$ cat config.mk
export PLATFORM = sky130hd
export DESIGN_NAME = oled_power_sequencer
export DESIGN_NICKNAME = d
export VERILOG_FILES = /design/src/rtl/oled_power_sequencer.sv
export SDC_FILE = /design/constraint.sdc
export NUM_CORES = 1
export LEC_CHECK = 0
export CORE_UTILIZATION = 23
export DETAILED_ROUTE_END_ITERATION = 8
export RECOVER_POWER = 50
export SYNTH_ARGS = -nofsm -noshare
export SYNTH_HDL_FRONTEND = slang
export SYNTH_SLANG_ARGS = --single-unit
$ cat constraint.sdc
create_clock -name clk -period 6.9 [get_ports clk]
set_input_delay 0.69 -clock clk [delete_from_list [all_inputs] [get_ports clk]]
set_output_delay 0.69 -clock clk [all_outputs]
set_load 0.02 [all_outputs]
$ cat src/rtl/oled_power_sequencer.sv
// SSD1306 power sequencer: steps the panel rails, reset and init command list, then
// hands the SPI byte channel to the display-data client until a stop request.
module oled_power_sequencer #(
    parameter int unsigned T_VDD  = 100,
    parameter int unsigned T_RST  = 100,
    parameter int unsigned T_VBAT = 10000
) (
    input  logic       clk,
    input  logic       rst_n,
    input  logic       start,
    input  logic       stop,
    output logic       spi_valid,
    output logic [7:0] spi_byte,
    output logic       spi_dc,
    input  logic       spi_ready,
    input  logic       spi_idle,
    input  logic       cl_valid,
    input  logic [7:0] cl_byte,
    input  logic       cl_dc,
    output logic       cl_ready,
    output logic       oled_rstn_out,
    output logic       oled_vbatn_out,
    output logic       oled_vcdn_out,
    output logic       running
);

    typedef enum logic [3:0] {
        ST_OFF,
        ST_VDD_WAIT,
        ST_CMD,
        ST_DRAIN,
        ST_RST_LOW,
        ST_RST_WAIT,
        ST_VBAT_ON,
        ST_VBAT_WAIT,
        ST_RUN,
        ST_SHUT_CMD,
        ST_SHUT_DRAIN,
        ST_VBAT_OFF_WAIT
    } state_t;

    // Wait states reload with N-1 so they last exactly N cycles.
    localparam logic [23:0] VDD_LOAD  = 24'(T_VDD - 1);
    localparam logic [23:0] RST_LOAD  = 24'(T_RST - 1);
    localparam logic [23:0] VBAT_LOAD = 24'(T_VBAT - 1);

    localparam logic [3:0] IDX_SEG0_LAST = 4'd0;
    localparam logic [3:0] IDX_SEG1_LAST = 4'd4;
    localparam logic [3:0] IDX_SEG2_LAST = 4'd9;

    localparam logic [7:0] CMD_DISPLAY_OFF = 8'hAE;

    state_t      state_reg, state_next;
    logic [3:0]  idx_reg, idx_next;
    logic [23:0] cnt_reg, cnt_next;
    logic        stop_pend_reg, stop_pend_next;
    logic        seq_valid_reg, seq_valid_next;
    logic [7:0]  seq_byte_reg, seq_byte_next;
    logic        rstn_reg, rstn_next;
    logic        vbatn_reg, vbatn_next;
    logic        vcdn_reg, vcdn_next;

    logic        in_run;
    logic        seq_accept;
    logic        cnt_done;
    logic        seg_last;

    function automatic logic [7:0] rom_byte(input logic [3:0] idx);
        logic [7:0] b;
        case (idx)
            4'd0:    b = 8'hAE;
            4'd1:    b = 8'h8D;
            4'd2:    b = 8'h14;
            4'd3:    b = 8'hD9;
            4'd4:    b = 8'hF1;
            4'd5:    b = 8'hA1;
            4'd6:    b = 8'hC8;
            4'd7:    b = 8'hDA;
            4'd8:    b = 8'h20;
            4'd9:    b = 8'hAF;
            default: b = 8'h00;
        endcase
        return b;
    endfunction

    assign in_run     = (state_reg == ST_RUN);
    assign seq_accept = seq_valid_reg && spi_ready;
    assign cnt_done   = (cnt_reg == 24'd0);
    assign seg_last   = (idx_reg == IDX_SEG0_LAST) || (idx_reg == IDX_SEG1_LAST) ||
                        (idx_reg == IDX_SEG2_LAST);

    always_comb begin
        state_next     = state_reg;
        idx_next       = idx_reg;
        cnt_next       = cnt_done ? cnt_reg : cnt_reg - 24'd1;
        stop_pend_next = stop_pend_reg;
        seq_valid_next = 1'b0;
        seq_byte_next  = 8'h00;
        rstn_next      = 1'b1;
        vbatn_next     = vbatn_reg;
        vcdn_next      = 1'b0;

        case (state_reg)
            ST_OFF: begin
                if (start) begin
                    state_next = ST_VDD_WAIT;
                    idx_next   = 4'd0;
                end
            end
            ST_VDD_WAIT: begin
                if (cnt_done) state_next = ST_CMD;
            end
            ST_CMD: begin
                if (seq_accept) begin
                    if (seg_last) state_next = ST_DRAIN;
                    else          idx_next   = idx_reg + 4'd1;
                end
            end
            ST_DRAIN: begin
                // The index of the segment just sent selects the step that follows.
                if (spi_idle) begin
                    case (idx_reg)
                        IDX_SEG0_LAST: state_next = ST_RST_LOW;
                        IDX_SEG1_LAST: state_next = ST_VBAT_ON;
                        default:       state_next = ST_RUN;
                    endcase
                end
            end
            ST_RST_LOW: begin
                if (cnt_done) state_next = ST_RST_WAIT;
            end
            ST_RST_WAIT: begin
                if (cnt_done) begin
                    state_next = ST_CMD;
                    idx_next   = idx_reg + 4'd1;
                end
            end
            ST_VBAT_ON: begin
                state_next = ST_VBAT_WAIT;
            end
            ST_VBAT_WAIT: begin
                if (cnt_done) begin
                    state_next = ST_CMD;
                    idx_next   = idx_reg + 4'd1;
                end
            end
            ST_RUN: begin
                // Leave only when no client byte is left hanging mid-handshake.
                if (stop_pend_reg && (!cl_valid || spi_ready)) state_next = ST_SHUT_CMD;
            end
            ST_SHUT_CMD: begin
                if (seq_accept) state_next = ST_SHUT_DRAIN;
            end
            ST_SHUT_DRAIN: begin
                if (spi_idle) state_next = ST_VBAT_OFF_WAIT;
            end
            ST_VBAT_OFF_WAIT: begin
                if (cnt_done) state_next = ST_OFF;
            end
            default: begin
                state_next = ST_OFF;
            end
        endcase

        if (state_next != state_reg) begin
            case (state_next)
                ST_VDD_WAIT:                   cnt_next = VDD_LOAD;
                ST_RST_LOW, ST_RST_WAIT:       cnt_next = RST_LOAD;
                ST_VBAT_WAIT, ST_VBAT_OFF_WAIT: cnt_next = VBAT_LOAD;
                default:                       cnt_next = cnt_reg;
            endcase
        end

        if (stop && (state_reg != ST_OFF)) stop_pend_next = 1'b1;
        if (state_next == ST_OFF)          stop_pend_next = 1'b0;

        // Outputs are registered from the next state so they track it edge-for-edge.
        if (state_next == ST_CMD) begin
            seq_valid_next = 1'b1;
            seq_byte_next  = rom_byte(idx_next);
        end else if (state_next == ST_SHUT_CMD) begin
            seq_valid_next = 1'b1;
            seq_byte_next  = CMD_DISPLAY_OFF;
        end

        if (state_next == ST_RST_LOW)       rstn_next  = 1'b0;
        if (state_next == ST_VBAT_ON)       vbatn_next = 1'b0;
        if (state_next == ST_VBAT_OFF_WAIT) vbatn_next = 1'b1;
        if (state_next == ST_OFF) begin
            vbatn_next = 1'b1;
            vcdn_next  = 1'b1;
        end
    end

    always_ff @(posedge clk or negedge rst_n) begin
        if (!rst_n) begin
            state_reg     <= ST_OFF;
            idx_reg       <= 4'd0;
            cnt_reg       <= 24'd0;
            stop_pend_reg <= 1'b0;
            seq_valid_reg <= 1'b0;
            seq_byte_reg  <= 8'h00;
            rstn_reg      <= 1'b1;
            vbatn_reg     <= 1'b1;
            vcdn_reg      <= 1'b1;
        end else begin
            state_reg     <= state_next;
            idx_reg       <= idx_next;
            cnt_reg       <= cnt_next;
            stop_pend_reg <= stop_pend_next;
            seq_valid_reg <= seq_valid_next;
            seq_byte_reg  <= seq_byte_next;
            rstn_reg      <= rstn_next;
            vbatn_reg     <= vbatn_next;
            vcdn_reg      <= vcdn_next;
        end
    end

    // In RUN the client owns the channel combinationally; otherwise the sequencer does.
    assign spi_valid      = in_run ? cl_valid : seq_valid_reg;
    assign spi_byte       = in_run ? cl_byte  : seq_byte_reg;
    assign spi_dc         = in_run ? cl_dc    : 1'b0;
    assign cl_ready       = in_run ? spi_ready : 1'b0;
    assign running        = in_run;
    assign oled_rstn_out  = rstn_reg;
    assign oled_vbatn_out = vbatn_reg;
    assign oled_vcdn_out  = vcdn_reg;

endmodule
==> results of run 1 <==
[stage by stage]
step | total power (W) | hold WS, ns | setup WS, ns | util, %
after floorplan | 0.000269 | 0.394 | 3.69 | -
after global placement | 0.000284 | 0.498 | 3.08 | 27.0
after detailed placement | 0.000284 | 0.511 | 2.87 | 27.0
after CTS | 0.000569 | 0.524 | 2.84 | 28.4
after global routing | 0.000582 | 0.543 | 2.31 | 28.3
final | 0.000563 | 0.517 | 2.86 | 28.3
[where the power goes]
group / leakage [nW] / switching (W) / total (W) / internal, W
Combinational: 0.796 / 0.00000724 / 0.0000145 / 0.00000730
Clock: 0.0831 / 0.000104 / 0.000285 / 0.000181
Sequential: 0.567 / 0.0000000000000000000202 / 0.000264 / 0.000264
[worst paths after layout]
kind / start / to / slack, ns / cells after the start
max in group asynchronous: rst_n / cnt_reg[0]$_DFFE_PN0P_ / 4.27 / 1
max reg2reg: cnt_reg[1]$_DFFE_PN0P_ / cnt_reg[2]$_DFFE_PN0P_ / 2.86 / 10
min: cnt_reg[8]$_DFFE_PN0P_ / cnt_reg[8]$_DFFE_PN0P_ / 0.52 / 1
min in group asynchronous: rst_n / seq_byte_reg[7]$_DFF_PN0_ / 1.18 / 1
min reg2reg: cnt_reg[8]$_DFFE_PN0P_ / cnt_reg[8]$_DFFE_PN0P_ / 0.52 / 1
max: cnt_reg[1]$_DFFE_PN0P_ / cnt_reg[2]$_DFFE_PN0P_ / 2.86 / 10
[critical path, stage by stage, from the launching register on]
cell and delay [ns]:
dfrtp_1 0.42, inv_1 0.11, ha_1 0.18, or4b_4 0.51
or4_4 0.60, nor2_2 0.45, mux2i_1 0.14, o21ai_1 0.21
and2_1 0.48, nand3_1 0.49, o211ai_1 0.34
[routing by layer]
metal / track usage (%) / up-vias
met3: 2.82 / 8
met1: 16.9 / 1332
met5: 0 / -
li1: - / 1308
met2: 17.9 / 59
met4: 2.14 / 0
[layout make-up]
cell class | count | area share, %
clock buffers | 6 | 3.87
repair buffers | 30 | 8.20
inverters | 16 | 1.71
clock inverters | 2 | 1.05
flip-flops and latches | 45 | 31.5
multi-input cells | 258 | 47.7
well taps | 172 | 6.00
[placed cells by master (no fill, tap or decap), types with 4 or more instances in the layout]
cell type and n:
dfrtp_1 42, mux2i_1 4, nand2_1 26, nor3_1 8
nor2_1 20, a31oi_1 13, and2_1 5, o22ai_1 4
inv_1 14, o21ai_1 5, a21oi_1 27, a211o_1 6
a21o_1 4, nand3_1 15, a21boi_0 4, mux2_2 9
o21a_1 4, o21ai_0 10, and3_1 4, a211oi_1 5
clkdlybuf4s50_1 26, or3_1 10, ha_1 8, clkbuf_16 5
nor3b_1 5, nand2b_1 5, nor4_1 8
[kinds of logic after synthesis]
group           Yosys count  synth area share [%]
compound gates          108                  25.1
fa+ha+maj                 8                  3.34
buf+inv                  31                  4.89
flops                    45                  37.8
mux                      13                  4.72
simple gates            129                  24.2
==> impl_metrics.csv, run 1 <==
group,metric,value,unit
status,status,"finished, violations left",
status,violations,"max-capacitance violations, max-slew violations",
place,dpl_cell_area,3420,um^2
yosys,yosys-top-cells-count,"42 x dfrtp_1, 27 x a21oi_1, 26 x nand2_1",
detailed_routing,ant_nets,0,
timing,clock_skew,0.00648,ns
run,maxCapViolCount,1,
clock_network,ctsLongestPathBuffers,2,
timing,setup_tns,0,ns
finish,nets,380,
yosys,yosysMostFrequentCell,"dfrtp_1",
detailed_routing,vias_per_cell,5.12,
place,routabilityCongestion,0.811,
timing,max_slew.worst_pin.slew,2.54,ns
power,p_leak,1.45,nW
detailed_routing,route.met3.wl,290,um
floorplan,core_region_area,12700,um^2
floorplan,initial_core_util,23.6,%
floorplan,ios,31,
timing,finalHoldViolations,0,
finish,regArea,1130,um^2
yosys,ys_top_cells_by_area,"dfrtp_1 35%, a21oi_1 4.5%, mux2_2 3.4%",
global_routing,grt_usage,11.7,%
global_routing,antenna_found_initial,0,
timing,slew-limit-headroom,-69.4,%
global_routing,grt_max_degree,46,
global_routing,grt.overflow.total,0,
timing,rsz0062_at_grt,"no",
floorplan,rows,41,
setup_path,crit_path_end_kind,"flip-flop",
setup_path,cp_max_fo,14,
yosys,ys_ff_latch,45,
yosys,synthesis.nets,358,
finish,finalInstanceArea,3590,um^2
global_routing,grt_pass1_wl,12.6,mm
floorplan,dieArea,13500,um^2
clock_network,cts_max_level,2,
clock_network,postCtsSetupBuffers,0,
setup_path,crit_required,7.09,ns
yosys,synth_flop_cell,"dfrtp_1",
clock_network,cts_tree,"yes",
yosys,synth-edff-count,0,
power,peakVddDrop,0.0921,mV
yosys,yosysWarnings,0,
power,p_per_area,157,nW/um^2
detailed_routing,dr.pass1.iters,4,
setup_path,cp-start-kind,"flip-flop",
min_path,hp-class,"flip-flop to flip-flop",
global_routing,grt_pass1_vias,2524,
detailed_routing,wl,7.59,mm
detailed_routing,routed.top_layer,"met4",
floorplan,die_w,116,um
clock_network,clock-sinks,45,
clock_network,clockRootBuffer,"clkbuf_16",
place,hpwl,5.36,mm
timing,fin_crit,4.04,ns
yosys,syn_area_per_cell,8.96,um^2
detailed_routing,drtIter0Drc,230,
detailed_routing,met1_length,3.68,mm
place,dp.cells,521,
detailed_routing,avgRoutedWirePerCell,14.3,um
setup_path,critPathKind,"flip-flop to flip-flop",
timing,slew_violations,46,
detailed_routing,wl_met2,3.54,mm
finish,multiInputGateArea,1710,um^2
detailed_routing,drc_errors,0,
yosys,synth_top_area_cell,"dfrtp_1",
finish,n_antenna_cell,0,
yosys,async_reset_ff_share,100,%
finish,fillers,1343,
timing,max_freq,248,MHz
finish,largest_register_ffs,24,
detailed_routing,num_vias,2707,
clock_network,ctsResizeCount,0,
yosys,synth_cells,334,
clock_network,clk_pin_slew_worst_paths,0.06,ns
timing,min_period_over_period,58.5,%
timing,setup_viol,0,
place,port_buffers,30,
clock_network,cts_buffers,5,
setup_path,cp.arrival,4.23,ns
clock_network,ctsHoldBuffers,0,
yosys,netlist_area,2990,um^2
yosys,yosysUniqueCellTypes,66,
finish,stdcell_count,529,
finish,layout-drive-gt1-share,10.4,%
finish,area_growth_syn_to_layout,19.9,%
yosys,ys_seq_area_share,37.8,%
yosys,synth_top_area_share,35.1,%
floorplan,die-height,116,um
clock_network,clock_latency,0.29,ns
No activity file was read; power rests on OpenSTA's default activity.
==> run 2: changes to the inputs <==
==> constraint.sdc (replaced) <==
create_clock -name clk -period 3.6 [get_ports clk]
set_input_delay 0.36 -clock clk [delete_from_list [all_inputs] [get_ports clk]]
set_output_delay 0.36 -clock clk [all_outputs]
set_load 0.02 [all_outputs]
==> impl_metrics.csv, run 2 (synthesis results as in run 1) <==
group,metric,value,unit
setup_path,cp-start-kind,"flip-flop",
setup_path,cp_slowest_cell,"or4_4",
floorplan,die-height,116,um
min_path,hp-class,"flip-flop to flip-flop",
power,p_leak,1.48,nW
place,port_buffers,30,
detailed_routing,wl,7.37,mm
setup_path,startpoint,"cnt_reg[1]$_DFFE_PN0P_",
setup_path,cp.arrival,3.64,ns
setup_path,reg2reg_from,"cnt_reg[1]$_DFFE_PN0P_",
finish,regArea,1130,um^2
timing,slew-limit-headroom,-63.4,%
min_path,hp-start,"stop_pend_reg$_DFFE_PN0P_",
global_routing,grt_pass1_wl,12.4,mm
finish,largest_register_ffs,24,
global_routing,antenna_found_initial,0,
floorplan,die_w,116,um
timing,finalHoldViolations,0,
clock_network,cts_tree,"yes",
status,violations,"max-capacitance violations, max-slew violations",
timing,slew_violations,46,
power,p_per_area,276,nW/um^2
detailed_routing,vias_per_cell,5.06,
clock_network,cts_max_level,2,
detailed_routing,drtIter0Drc,179,
setup_path,path_cells,"inv_1 -> ha_1 -> or4b_4 -> or4_4 -> or3_4 -> a21oi_1 -> nand2_1 -> nand2_2 -> inv_1 -> ha_1 -> a21oi_2 -> a31oi_2 -> o31ai_2",
place,dp.cells,528,
min_path,worstHoldPathCells,2,
detailed_routing,drc_errors,0,
finish,final_common_cell,"dfrtp_1",
setup_path,r2r-end,"seq_byte_reg[3]$_DFF_PN0_",
clock_network,clock-sinks,45,
setup_path,crit_required,3.80,ns
run,maxCapViolCount,1,
detailed_routing,dr.pass1.iters,4,
place,routabilityCongestion,0.802,
detailed_routing,num_vias,2713,
detailed_routing,avgRoutedWirePerCell,13.7,um
detailed_routing,ant_nets,0,
timing,fin_crit,3.43,ns
timing,max_slew.worst_pin.slew,2.45,ns
floorplan,dieArea,13500,um^2
setup_path,reg2reg_depth,13,
finish,layout-drive-gt1-share,13.2,%
global_routing,grt_pass1_vias,2487,
finish,fillers,1345,
setup_path,cp_max_fo,9,
clock_network,ctsLongestPathBuffers,2,
setup_path,crit_path_end_kind,"flip-flop",
finish,stdcell_count,536,
place,hpwl,5.23,mm
clock_network,clockRootBuffer,"clkbuf_16",
floorplan,rows,41,
timing,setup_tns,0,ns
setup_path,slowest_delay,0.61,ns
finish,n_antenna_cell,0,
floorplan,core_region_area,12700,um^2
timing,rsz0062_at_grt,"no",
setup_path,r2r_slack,0.17,ns
timing,min_period_over_period,95.4,%
timing,clock_skew,0.00547,ns
min_path,min_to,"stop_pend_reg$_DFFE_PN0P_",
finish,nets,387,
timing,max_freq,291,MHz
clock_network,clock_latency,0.29,ns
status,status,"finished, violations left",
global_routing,grt_max_degree,46,
clock_network,clk_pin_slew_worst_paths,0.07,ns
setup_path,critPathKind,"flip-flop to flip-flop",
timing,setup_viol,0,
finish,multiInputGateArea,1730,um^2
clock_network,postCtsSetupBuffers,0,
finish,layout_common_cells,"42 x dfrtp_1, 27 x a21oi_1, 26 x clkdlybuf4s50_1",
finish,area_growth_syn_to_layout,21.2,%
floorplan,initial_core_util,23.6,%
global_routing,grt.overflow.total,0,
global_routing,grt_usage,11.5,%
floorplan,ios,31,
power,peakVddDrop,0.144,mV
clock_network,cts_buffers,5,
==> run 2: stage by stage <==
stage | hold slack (ns) | util (%) | setup slack, ns | total power, W | instance area (um^2)
6_report | 0.509 | 28.6 | 0.166 | 0.00100 | 3630
5_1_grt | 0.538 | 28.6 | 0.00641 | 0.00103 | 3630
4_1_cts | 0.305 | 28.5 | 0.111 | 0.00102 | 3620
3_5_place_dp | 0.492 | 27.4 | 0.147 | 0.000544 | 3470
3_3_place_gp | 0.484 | 27.4 | 0.243 | 0.000544 | 3470
2_1_floorplan | 0.0644 | - | 0.391 | 0.000516 | 2990
==> run 2: what timing repair did <==
action / 4_1_cts / 5_1_grt
endpoints found under the setup margin: 0 / 12
hold buffers: 0 / 0
resized for setup: 0 / 5
==> run 2: worst max-delay path by stage <==
stage                           endpoint  slack (ns)  depth (start not counted)
6_report       seq_byte_reg[3]$_DFF_PN0_        0.17                         13
4_1_cts        seq_byte_reg[3]$_DFF_PN0_        0.11                         13
5_1_grt        seq_byte_reg[3]$_DFF_PN0_       0.006                         13
3_5_place_dp   seq_byte_reg[3]$_DFF_PN0_        0.15                         13
2_1_floorplan  seq_byte_reg[5]$_DFF_PN0_        0.39                         13
3_3_place_gp   seq_byte_reg[3]$_DFF_PN0_        0.24                         13
==> run 2: per-layer routing <==
layer	vias up	part of all wire (%)	GRT usage (%)	routed length [um]
met4	0	0.79	2.56	58
met3	6	6.0	2.98	440
li1	1317	-	-	-
met2	75	47	18.4	3490
met1	1315	46	15.6	3380
met5	-	0	0	0
==> run 2: power breakdown <==
group	internal (W)	switching (W)	leakage (nW)
Sequential	0.000506	0.0000000000000000000256	0.567
Clock	0.000259	0.000210	0.0702
Combinational	0.0000140	0.0000135	0.838
Total	0.000778	0.000224	1.48
==> run 2: cell type report <==
type	instances	area share [%]
clock inverter	3	0.587
sequential	45	31.2
timing repair buffer	37	9.56
tap	172	5.94
multi-input combinational	258	47.6
clock buffer	5	3.45
inverter	16	1.69
==> run 2: worst max-delay path, delay by kind of cell, from the launching register on <==
family / cells / cell delay [ns]
flip-flops: 1 / 0.40
buffers and inverters: 2 / 0.20
AND/OR/NAND/NOR: 5 / 1.72
AO/OA/AOI/OAI: 4 / 0.61
adder cells (fa/ha/maj): 2 / 0.41
==> run 3: changes to the inputs <==
==> constraint.sdc (replaced) <==
create_clock -name clk -period 3.3 [get_ports clk]
set_input_delay 0.33 -clock clk [delete_from_list [all_inputs] [get_ports clk]]
set_output_delay 0.33 -clock clk [all_outputs]
set_load 0.02 [all_outputs]
==> impl_metrics.csv, run 3 (synthesis results as in run 1) <==
group,metric,value,unit
timing,fin_crit,3.19,ns
setup_path,critPathKind,"flip-flop to flip-flop",
setup_path,reg2reg_from,"cnt_reg[0]$_DFFE_PN0P_",
detailed_routing,drtIter0Drc,233,
finish,fillers,1339,
detailed_routing,num_vias,2749,
min_path,hp-class,"flip-flop to flip-flop",
clock_network,clock-sinks,45,
finish,multiInputGateArea,1780,um^2
setup_path,cp-start-kind,"flip-flop",
detailed_routing,routed.top_layer,"met4",
place,routabilityCongestion,0.832,
place,port_buffers,30,
setup_path,reg2reg_depth,13,
global_routing,antenna_found_initial,0,
global_routing,grt_usage,11.6,%
timing,rsz0062_at_grt,"no",
detailed_routing,drc_errors,0,
setup_path,cp_max_fo,7,
global_routing,grt_pass1_vias,2592,
clock_network,ctsLongestPathBuffers,2,
finish,largest_register_ffs,24,
clock_network,ctsHoldBuffers,0,
place,dp.cells,540,
floorplan,initial_core_util,23.6,%
status,violations,"max-capacitance violations, max-slew violations",
timing,timing.hold.ws,0.501,ns
finish,layout-drive-gt1-share,20.0,%
timing,setup_viol,0,
floorplan,die-height,116,um
detailed_routing,ant_nets,0,
run,maxCapViolCount,1,
detailed_routing,route.met3.wl,272,um
power,p_total,0.00110,W
power,p_leak,1.56,nW
finish,stdcell_count,552,
setup_path,r2r_slack,0.11,ns
clock_network,cts_tree,"yes",
finish,nets,403,
finish,finalInstanceArea,3800,um^2
finish,area_growth_syn_to_layout,27.1,%
setup_path,crit_required,3.49,ns
power,p_per_area,289,nW/um^2
clock_network,cts_max_level,2,
setup_path,crit_path_end_kind,"flip-flop",
detailed_routing,vias_per_cell,4.98,
finish,final_common_cell,"dfrtp_1",
timing,max_freq,314,MHz
floorplan,rows,41,
clock_network,cts_buffers,5,
clock_network,clockRootBuffer,"clkbuf_16",
place,hpwl,5.53,mm
setup_path,r2r-end,"seq_byte_reg[3]$_DFF_PN0_",
setup_path,startpoint,"cnt_reg[0]$_DFFE_PN0P_",
timing,clock_skew,0.00870,ns
floorplan,core_region_area,12700,um^2
global_routing,grt_max_degree,46,
setup_path,cp.arrival,3.37,ns
detailed_routing,met1_length,3.70,mm
timing,finalHoldViolations,0,
floorplan,dieArea,13500,um^2
finish,regArea,1130,um^2
timing,slew-limit-headroom,-67.2,%
floorplan,die_w,116,um
place,dpl_cell_area,3560,um^2
detailed_routing,wl,7.68,mm
clock_network,clock_latency,0.29,ns
global_routing,grt_pass1_wl,12.5,mm
clock_network,clk_pin_slew_worst_paths,0.07,ns
finish,layout_common_cells,"42 x dfrtp_1, 26 x clkdlybuf4s50_1, 25 x a21oi_1",
detailed_routing,wl_met2,3.60,mm
detailed_routing,avgRoutedWirePerCell,13.9,um
detailed_routing,dr.pass1.iters,6,
power,peakVddDrop,0.232,mV
timing,min_period_over_period,96.7,%
global_routing,grt.overflow.total,0,
setup_path,crit_end,"seq_byte_reg[3]$_DFF_PN0_",
finish,n_antenna_cell,0,
timing,slew_violations,46,
status,status,"finished, violations left",
timing,max_slew.worst_pin.slew,2.51,ns
finish,fin_util,30.0,%
floorplan,ios,31,
-- run 3: cell count changes in the layout (fill, tap and decap cells not counted), moves of 2 or more --
cell / previous run / this run
a21oi_1: 27 / 25
o21ai_1: 6 / 4
o21ai_2: 0 / 2
inv_1: 14 / 11
ha_1: 8 / 6
buf_4: 7 / 23
inv_2: 1 / 4
-- run 3: area by class of cell --
type / count / area share, %
Inverter: 16 / 1.61
Tap cell: 172 / 5.66
Clock buffer: 6 / 3.65
Clock inverter: 2 / 0.362
Sequential cell: 45 / 29.7
Timing Repair Buffer: 53 / 12.3
Multi-Input combinational cell: 258 / 46.7
-- run 3: where the power goes --
group / switching, W / leakage [nW] / internal [W] / total (W)
Sequential: 0.0000000000000000000352 / 0.567 / 0.000552 / 0.000552
Combinational: 0.0000150 / 0.912 / 0.0000153 / 0.0000303
Clock: 0.000217 / 0.0768 / 0.000302 / 0.000519
Total: 0.000232 / 1.56 / 0.000868 / 0.00110
-- run 3: critical path: stages (launching register included) --
cell and delay, ns:
dfrtp_1 0.40, inv_2 0.09, ha_4 0.13, or4b_4 0.48
or4_4 0.49, or3_4 0.45, a21oi_4 0.18, nand2_2 0.07
nand2_2 0.07, inv_2 0.05, ha_1 0.20, a21oi_2 0.14
a31oi_2 0.06, o31ai_2 0.27
-- run 3: what timing repair did --
item	4_1_cts	5_1_grt
gates cloned	0	0
resized for setup	2	20
buffers inserted	1	3
pin swaps	1	8
endpoints found under the setup margin	5	24
-- run 3: through the flow --
step                      setup slack [ns]  TNS [ns]
after CTS                           0.0194         0
after global routing                0.0108         0
after global placement              0.0517         0
final                                0.110         0
after detailed placement           -0.0160   -0.0302
after floorplan                     0.0908         0
-- run 3: worst min-delay path by stage --
stage | to | slack, ns | cells past startpoint | from
after floorplan | cnt_reg[0]$_DFFE_PN0P_ | 0.03 | 0 | rst_n
after CTS | seq_byte_reg[4]$_DFF_PN0_ | 0.28 | 1 | rst_n
after detailed placement | cnt_reg[11]$_DFFE_PN0P_ | 0.49 | 1 | cnt_reg[11]$_DFFE_PN0P_
after global routing | cnt_reg[11]$_DFFE_PN0P_ | 0.53 | 1 | cnt_reg[11]$_DFFE_PN0P_
final | cnt_reg[11]$_DFFE_PN0P_ | 0.50 | 1 | cnt_reg[11]$_DFFE_PN0P_
after global placement | cnt_reg[18]$_DFFE_PN0P_ | 0.50 | 1 | cnt_reg[18]$_DFFE_PN0P_
-- run 3: per-layer routing --
layer  GRT usage (%)  vias up
met5               0        -
met3            2.77       11
met4            2.82        0
li1                -     1352
met2            18.6       51
met1            15.8     1335
